`src/rtl/pc_src_ctrl_if.sv`:
```
// Bundle between the PC sequencer and its surroundings: request inputs, the PC-source mux
// select/vector, and the architectural PC/EPC state.
interface pc_src_ctrl_if;
    logic        Stall;
    logic        JumpReq;
    logic        BranchReq;
    logic        BranchCond;
    logic        IntReq;
    logic        IRet;
    logic [15:0] NextPC;
    logic [1:0]  PCSrc;
    logic [15:0] VecAddr;
    logic [15:0] PC;
    logic [15:0] EPC;
    logic        IntAck;
    logic        Flush;
    logic        InISR;
    logic        AlignErr;

    // Environment side: issues requests and closes the mux loop via NextPC.
    modport master (
        output Stall, JumpReq, BranchReq, BranchCond, IntReq, IRet, NextPC,
        input  PCSrc, VecAddr, PC, EPC, IntAck, Flush, InISR, AlignErr
    );

    // Sequencer side.
    modport slave (
        input  Stall, JumpReq, BranchReq, BranchCond, IntReq, IRet, NextPC,
        output PCSrc, VecAddr, PC, EPC, IntAck, Flush, InISR, AlignErr
    );
endinterface

```
`src/rtl/pc_src_ctrl.sv`:
```
// PC sequencer: owns PC/EPC and drives the 4:1 PC-source mux select (PC+2 adder lives outside).
// Optional macro PC_ALIGN_CHK_EN builds the sticky odd-PC AlignErr flag; otherwise AlignErr=0.
module pc_src_ctrl #(
    parameter logic [15:0] RESET_PC   = 16'h0000,
    parameter logic [15:0] INT_VECTOR = 16'h0010
) (
    input  logic               CLK,
    input  logic               Reset_n,
    pc_src_ctrl_if.slave       bus
);

    localparam int unsigned AW = 16;

    localparam logic [1:0] S_HOLD = 2'b00;
    localparam logic [1:0] S_RUN  = 2'b01;
    localparam logic [1:0] S_ISR  = 2'b10;

    localparam logic [1:0] SRC_SEQ = 2'd0;
    localparam logic [1:0] SRC_BR  = 2'd1;
    localparam logic [1:0] SRC_JMP = 2'd2;
    localparam logic [1:0] SRC_VEC = 2'd3;

    logic [1:0]    r_state;
    logic [AW-1:0] r_pc;
    logic [AW-1:0] r_epc;
    logic          r_int_ack;
    logic          r_flush;

    logic [1:0]    w_next_state;
    logic [1:0]    w_pcsrc;
    logic [AW-1:0] w_vec_addr;
    logic          w_int_accept;
    logic          w_redirect;

    assign w_redirect = bus.JumpReq | (bus.BranchReq & bus.BranchCond);

    // Select priority: jump > taken branch > interrupt entry / return > sequential.
    always_comb begin
        w_next_state = r_state;
        w_pcsrc      = SRC_SEQ;
        w_vec_addr   = INT_VECTOR;
        w_int_accept = 1'b0;
        case (r_state)
            S_HOLD: begin
                w_next_state = S_RUN;
            end
            S_RUN: begin
                if (bus.JumpReq) begin
                    w_pcsrc = SRC_JMP;
                end else if (bus.BranchReq && bus.BranchCond) begin
                    w_pcsrc = SRC_BR;
                end else if (bus.IntReq) begin
                    w_pcsrc      = SRC_VEC;
                    w_int_accept = 1'b1;
                    w_next_state = S_ISR;
                end
            end
            S_ISR: begin
                w_vec_addr = r_epc;
                if (bus.JumpReq) begin
                    w_pcsrc = SRC_JMP;
                end else if (bus.BranchReq && bus.BranchCond) begin
                    w_pcsrc = SRC_BR;
                end else if (bus.IRet && !w_redirect) begin
                    w_pcsrc      = SRC_VEC;
                    w_next_state = S_RUN;
                end
            end
            default: begin
                w_next_state = S_HOLD;
            end
        endcase
    end

    // HOLD advances unconditionally; elsewhere Stall freezes everything except the ack pulse.
    always_ff @(posedge CLK or negedge Reset_n) begin
        if (!Reset_n) begin
            r_state   <= S_HOLD;
            r_pc      <= RESET_PC;
            r_epc     <= '0;
            r_int_ack <= 1'b0;
            r_flush   <= 1'b0;
        end else if (r_state == S_HOLD) begin
            r_state   <= w_next_state;
            r_int_ack <= 1'b0;
        end else if (!bus.Stall) begin
            r_state   <= w_next_state;
            r_pc      <= bus.NextPC;
            r_int_ack <= w_int_accept;
            r_flush   <= (w_pcsrc != SRC_SEQ);
            if (w_int_accept) begin
                r_epc <= r_pc;
            end
        end else begin
            r_int_ack <= 1'b0;
        end
    end

`ifdef PC_ALIGN_CHK_EN
    logic r_align_err;

    // Sticky until reset; the odd value is still written into PC.
    always_ff @(posedge CLK or negedge Reset_n) begin
        if (!Reset_n) begin
            r_align_err <= 1'b0;
        end else if ((r_state != S_HOLD) && !bus.Stall && bus.NextPC[0]) begin
            r_align_err <= 1'b1;
        end
    end

    assign bus.AlignErr = r_align_err;
`else
    assign bus.AlignErr = 1'b0;
`endif

    assign bus.PCSrc   = w_pcsrc;
    assign bus.VecAddr = w_vec_addr;
    assign bus.PC      = r_pc;
    assign bus.EPC     = r_epc;
    assign bus.IntAck  = r_int_ack;
    assign bus.Flush   = r_flush;
    assign bus.InISR   = (r_state == S_ISR);

endmodule

```
`src/flat_wrapper.sv`:
```
// flat-port wrapper written by rule: the top's interface ports become plain ports
module pc_src_ctrl_flat 
#(
    parameter logic [15:0] RESET_PC   = 16'h0000,
    parameter logic [15:0] INT_VECTOR = 16'h0010
)
  (CLK, Reset_n, bus_Stall, bus_JumpReq, bus_BranchReq, bus_BranchCond, bus_IntReq, bus_IRet, bus_NextPC, bus_PCSrc, bus_VecAddr, bus_PC, bus_EPC, bus_IntAck, bus_Flush, bus_InISR, bus_AlignErr);
  pc_src_ctrl_if bus_i ();
  input  logic CLK;
  input  logic Reset_n;
  input wire logic [$bits(bus_i.Stall)-1:0] bus_Stall;
  input wire logic [$bits(bus_i.JumpReq)-1:0] bus_JumpReq;
  input wire logic [$bits(bus_i.BranchReq)-1:0] bus_BranchReq;
  input wire logic [$bits(bus_i.BranchCond)-1:0] bus_BranchCond;
  input wire logic [$bits(bus_i.IntReq)-1:0] bus_IntReq;
  input wire logic [$bits(bus_i.IRet)-1:0] bus_IRet;
  input wire logic [$bits(bus_i.NextPC)-1:0] bus_NextPC;
  output wire logic [$bits(bus_i.PCSrc)-1:0] bus_PCSrc;
  output wire logic [$bits(bus_i.VecAddr)-1:0] bus_VecAddr;
  output wire logic [$bits(bus_i.PC)-1:0] bus_PC;
  output wire logic [$bits(bus_i.EPC)-1:0] bus_EPC;
  output wire logic [$bits(bus_i.IntAck)-1:0] bus_IntAck;
  output wire logic [$bits(bus_i.Flush)-1:0] bus_Flush;
  output wire logic [$bits(bus_i.InISR)-1:0] bus_InISR;
  output wire logic [$bits(bus_i.AlignErr)-1:0] bus_AlignErr;
  assign bus_i.Stall = bus_Stall;
  assign bus_i.JumpReq = bus_JumpReq;
  assign bus_i.BranchReq = bus_BranchReq;
  assign bus_i.BranchCond = bus_BranchCond;
  assign bus_i.IntReq = bus_IntReq;
  assign bus_i.IRet = bus_IRet;
  assign bus_i.NextPC = bus_NextPC;
  assign bus_PCSrc = bus_i.PCSrc;
  assign bus_VecAddr = bus_i.VecAddr;
  assign bus_PC = bus_i.PC;
  assign bus_EPC = bus_i.EPC;
  assign bus_IntAck = bus_i.IntAck;
  assign bus_Flush = bus_i.Flush;
  assign bus_InISR = bus_i.InISR;
  assign bus_AlignErr = bus_i.AlignErr;
  pc_src_ctrl #(.RESET_PC(RESET_PC), .INT_VECTOR(INT_VECTOR)) u_core (.CLK(CLK), .Reset_n(Reset_n), .bus(bus_i));
endmodule
```
`config.mk`:
```
export PLATFORM = sky130hd
export DESIGN_NAME = pc_src_ctrl_flat
export DESIGN_NICKNAME = d
export VERILOG_FILES = /design/src/rtl/pc_src_ctrl_if.sv /design/src/rtl/pc_src_ctrl.sv /design/src/flat_wrapper.sv
export SDC_FILE = /design/constraint.sdc
export NUM_CORES = 1
export LEC_CHECK = 0
export BUFFER_PORTS_ARGS = -buffer_cell sky130_fd_sc_hd__buf_4
export CAP_MARGIN = 20
export CORE_MARGIN = 2
export CORE_UTILIZATION = 40
export CTS_CLUSTER_DIAMETER = 80
export DETAILED_ROUTE_END_ITERATION = 8
export GPL_TIMING_DRIVEN = 0
export MAX_ROUTING_LAYER = met4
export PLACE_DENSITY = 0.73
export SLEW_MARGIN = 30
export SYNTH_ARGS = -nofsm -noshare
export SYNTH_HDL_FRONTEND = slang
export SYNTH_SLANG_ARGS = --single-unit
```
`constraint.sdc`:
```
create_clock -name CLK -period 1.6 [get_ports CLK]
set_input_delay 0.08 -clock CLK [delete_from_list [all_inputs] [get_ports CLK]]
set_output_delay 0.08 -clock CLK [all_outputs]
set_load 0.02 [all_outputs]
```
==> metrics.md <==
| Metric | Value |
|---|---|
| Status | `complete, but fails checks` |
| Violated checks | `negative setup slack` |
| Root Buffer | `clkbuf_8` |
| Tcrit/Tclk final | `1.06` |
| Vias per inst | `4.78` |
| Routed len/inst | `14.9 um` |
| Synth top area share | `0.554` |
| CP required | `1.76 ns` |
| Slew Limit Fails | `0` |
| Buffers and inverters on the worst path | `2` |
| CP max-delay cell | `dfrtp_1` |
| Setup violators final | `4` |
| Sw Ratio | `0.392` |
| Number of max-cap violations | `0` |
| Minimum clock period | `1.69 ns` |
| Pin count of the biggest net entering global routing | `37` |
| Initial DRC count | `79` |
| Tightest Hold Check Type | `input pin to flip-flop` |
| TritonCTS clock tree | `done` |
| # DRC | `0` |
| Yosys cell types | `24` |
| IO Count | `78` |
| Vias after detailed routing | `1309` |
| Sequential share of power | `0.311` |
| Sequential share of the synthesized area | `0.554` |
| Area post-placement | `0.00233 mm^2` |
| Cell Chain, Critical Path | `buf_4 -> ha_4 -> a222oi_1 -> buf_4 -> mux2_4` |
| Top fanout value on the critical path | `4` |
| Syn_nets | `149` |
| Combinational fraction of design power | `0.580` |
| Antenna diodes | `0` |
| Int Pwr | `3270 uW` |
| Worst slack, placed | `-0.304 ns` |
| Placer congestion estimate | `0.816` |
| CP delay by family, top | `flip-flops` |
| PD cells | `2040 mW/mm^2` |
| CP Class | `flip-flop to flip-flop` |
| Critical Path AT | `1.86 ns` |
| Layout area overhead | `62.6%` |
| Fillers | `293` |
| Final ANT Viol Nets | `0` |
| Final hold violation count | `0` |
| Total gr overflow | `0` |
| Row cnt | `23` |
| Die W | `67.7 um` |
| Fraction of registers with async set/reset | `1.00` |
| # nets final | `253` |
| Final Skew | `0.00350 ns` |
| Cell Count, Final, Fillers Out | `274` |
| Num CTS Buffers | `5` |
| Die Y | `67.7 um` |
| Cell total after placement | `246` |
| P_leak | `0.00132 uW` |
| Max Fclk | `0.591 GHz` |
| Clk network pwr share | `0.109` |
| Drt pass-1 iters | `5` |
| Fin area | `0.00264 mm^2` |
| Unrepaired setup endpoints after global routing | `yes` |
| Yosys warning count | `0` |
| Maximum vdd drop | `0.000883 V` |
| Post-synthesis register bit count | `36` |
| Slowest stage delay, CP | `0.39 ns` |
| Critical path launch point type | `flip-flop` |
| Number of synthesized flops with an enable pin | `0` |
| Layout cells sized above 1 | `0.683` |
| Core area | `0.00394 mm^2` |
| Most frequent cell after synthesis | `dfrtp_1` |
| Port buffer count | `76` |
| Cell taking the most area after synthesis | `dfrtp_1` |
| Clock sink count | `36` |
| Die Area | `0.00459 mm^2` |
| Mapped Area | `0.00163 mm^2` |
| Synthesized instance count | `120` |
| Final worst slack | `-0.0930 ns` |
| HPWL Detailed | `2910 um` |
| Most frequent cells after synthesis | `dfrtp_1, mux2_2, and2_1` |
| Average size of a mapped cell | `13.5 um^2` |
| Reg clk slew, reported paths | `0.06 ns` |
| First-pass GRT wire length | `6150 um` |
| Starting density of the core | `0.412` |
| Max Root-Sink Buffers | `2` |
| Depth of the CTS H-tree | `2` |
| Crit-path most repeated cell | `buf_4` |
| Tot GR Track Use | `0.192` |
| Vias in the first global route | `1267` |
| Worst setup EP type | `flip-flop` |
| Initial antenna violation count | `0` |
| P_sw | `2110 uW` |
| Worst-Skew Late Latency | `0.28 ns` |
| Ys flop type | `dfrtp_1` |
| Total wire length | `4070 um` |
| Largest cells by area after synthesis | `dfrtp_1, mux2_2, and2_1, ha_1, nand4_4` |
## area by class of cell
cell class | instances | area (um^2) | share of cell area
sequential | 36 | 902 | 0.341
timing repair buffer | 97 | 759 | 0.287
multi-input combinational | 74 | 756 | 0.286
clock buffer | 6 | 72.6 | 0.0275
buffer | 5 | 63.8 | 0.0241
tap | 50 | 62.6 | 0.0237
inverter | 5 | 21.3 | 0.00805
clock inverter | 1 | 5.00 | 0.00189
## sequential cells by signal, summed over array words and instances (netlist names)
name,flops
u_core.bus.EPC,16
u_core.bus.PC,16
u_core.r_state,2
u_core.bus.Flush,1
u_core.bus.IntAck,1
## worst paths after layout
path / startpoint / end / slack [ns] / cells past startpoint
worst min-delay path: bus_NextPC[3] / u_core.bus.PC[3] / 0.03 / 2
worst max register to register: u_core.r_state[0] / u_core.r_state[1] / -0.09 / 5
max in group asynchronous: Reset_n / u_core.r_state[1] / 0.97 / 2
worst min register to register: u_core.bus.EPC[12] / u_core.bus.EPC[12] / 0.53 / 1
min in group asynchronous: Reset_n / u_core.bus.PC[6] / 0.29 / 2
worst max-delay path: u_core.r_state[0] / u_core.r_state[1] / -0.09 / 5
## per-stage QoR
| step | setup TNS [ns] | hold WS [ns] | total power, uW | util |
|---|---|---|---|---|
| floorplan | -0.0693 | -0.216 | 3230 | - |
| global placement | -4.19 | 0.0511 | 4270 | 0.591 |
| detailed placement | -5.43 | 0.0611 | 4400 | 0.591 |
| CTS | -0.145 | 0.0228 | 5280 | 0.647 |
| global route | -0.426 | 0.0202 | 5730 | 0.670 |
| finish | -0.167 | 0.0301 | 5380 | 0.670 |
## kinds of logic (layout without fill, tap and decap cells)
kind of cell | count (synthesis) | in the layout | share of synthesized area
compound gates | 10 | 10 | 0.0454
fa+ha+maj | 5 | 5 | 0.0385
buf+inv | 10 | 114 | 0.0269
flops | 36 | 36 | 0.554
mux | 34 | 34 | 0.235
other cells | 1 | 1 | 0.00231
simple gates | 24 | 24 | 0.0978
## routing by layer
metal / vias to the layer above / track usage / share of wire
met5: - / - / 0
met4: 0 / 0.0689 / 0.015
met3: 6 / 0.0400 / 0.078
met2: 58 / 0.327 / 0.52
met1: 625 / 0.222 / 0.39
li1: 620 / - / -
## what timing repair did
item / in CTS / in global routing
pin swaps: 6 / 5
setup endpoints to repair: 39 / 49
resized for setup: 9 / 8
endpoints found under the hold margin: 36 / 0
gates cloned: 0 / 1
hold buffers: 1 / 0
buffers inserted: 13 / 6
## worst reg2reg max path: cells and delay by family (launching register included)
kind | cells | cell delay [ns]
muxes | 1 | 0.29
DFF | 1 | 0.39
adders and majority gates | 1 | 0.18
AOI/OAI and AO/OA | 1 | 0.36
buffers and inverters | 2 | 0.36
## cell usage in the layout, fill, tap and decap left out, drive strengths merged, types with 2 or more instances in the layout
master / n
mux2: 33
clkbuf: 7
ha: 5
a21oi: 4
nand2: 3
inv: 5
and2: 15
nor2: 3
dfrtp: 36
buf: 100
o211ai: 2
## power groups by stage
stage	logic [uW]	registers, uW	clock network, uW
finish	3120	1670	586
global placement	2620	1650	0
floorplan	1090	2140	0
global route	3320	1750	657
detailed placement	2700	1700	0
CTS	3010	1670	601
Power figures use the tool's default switching activity.
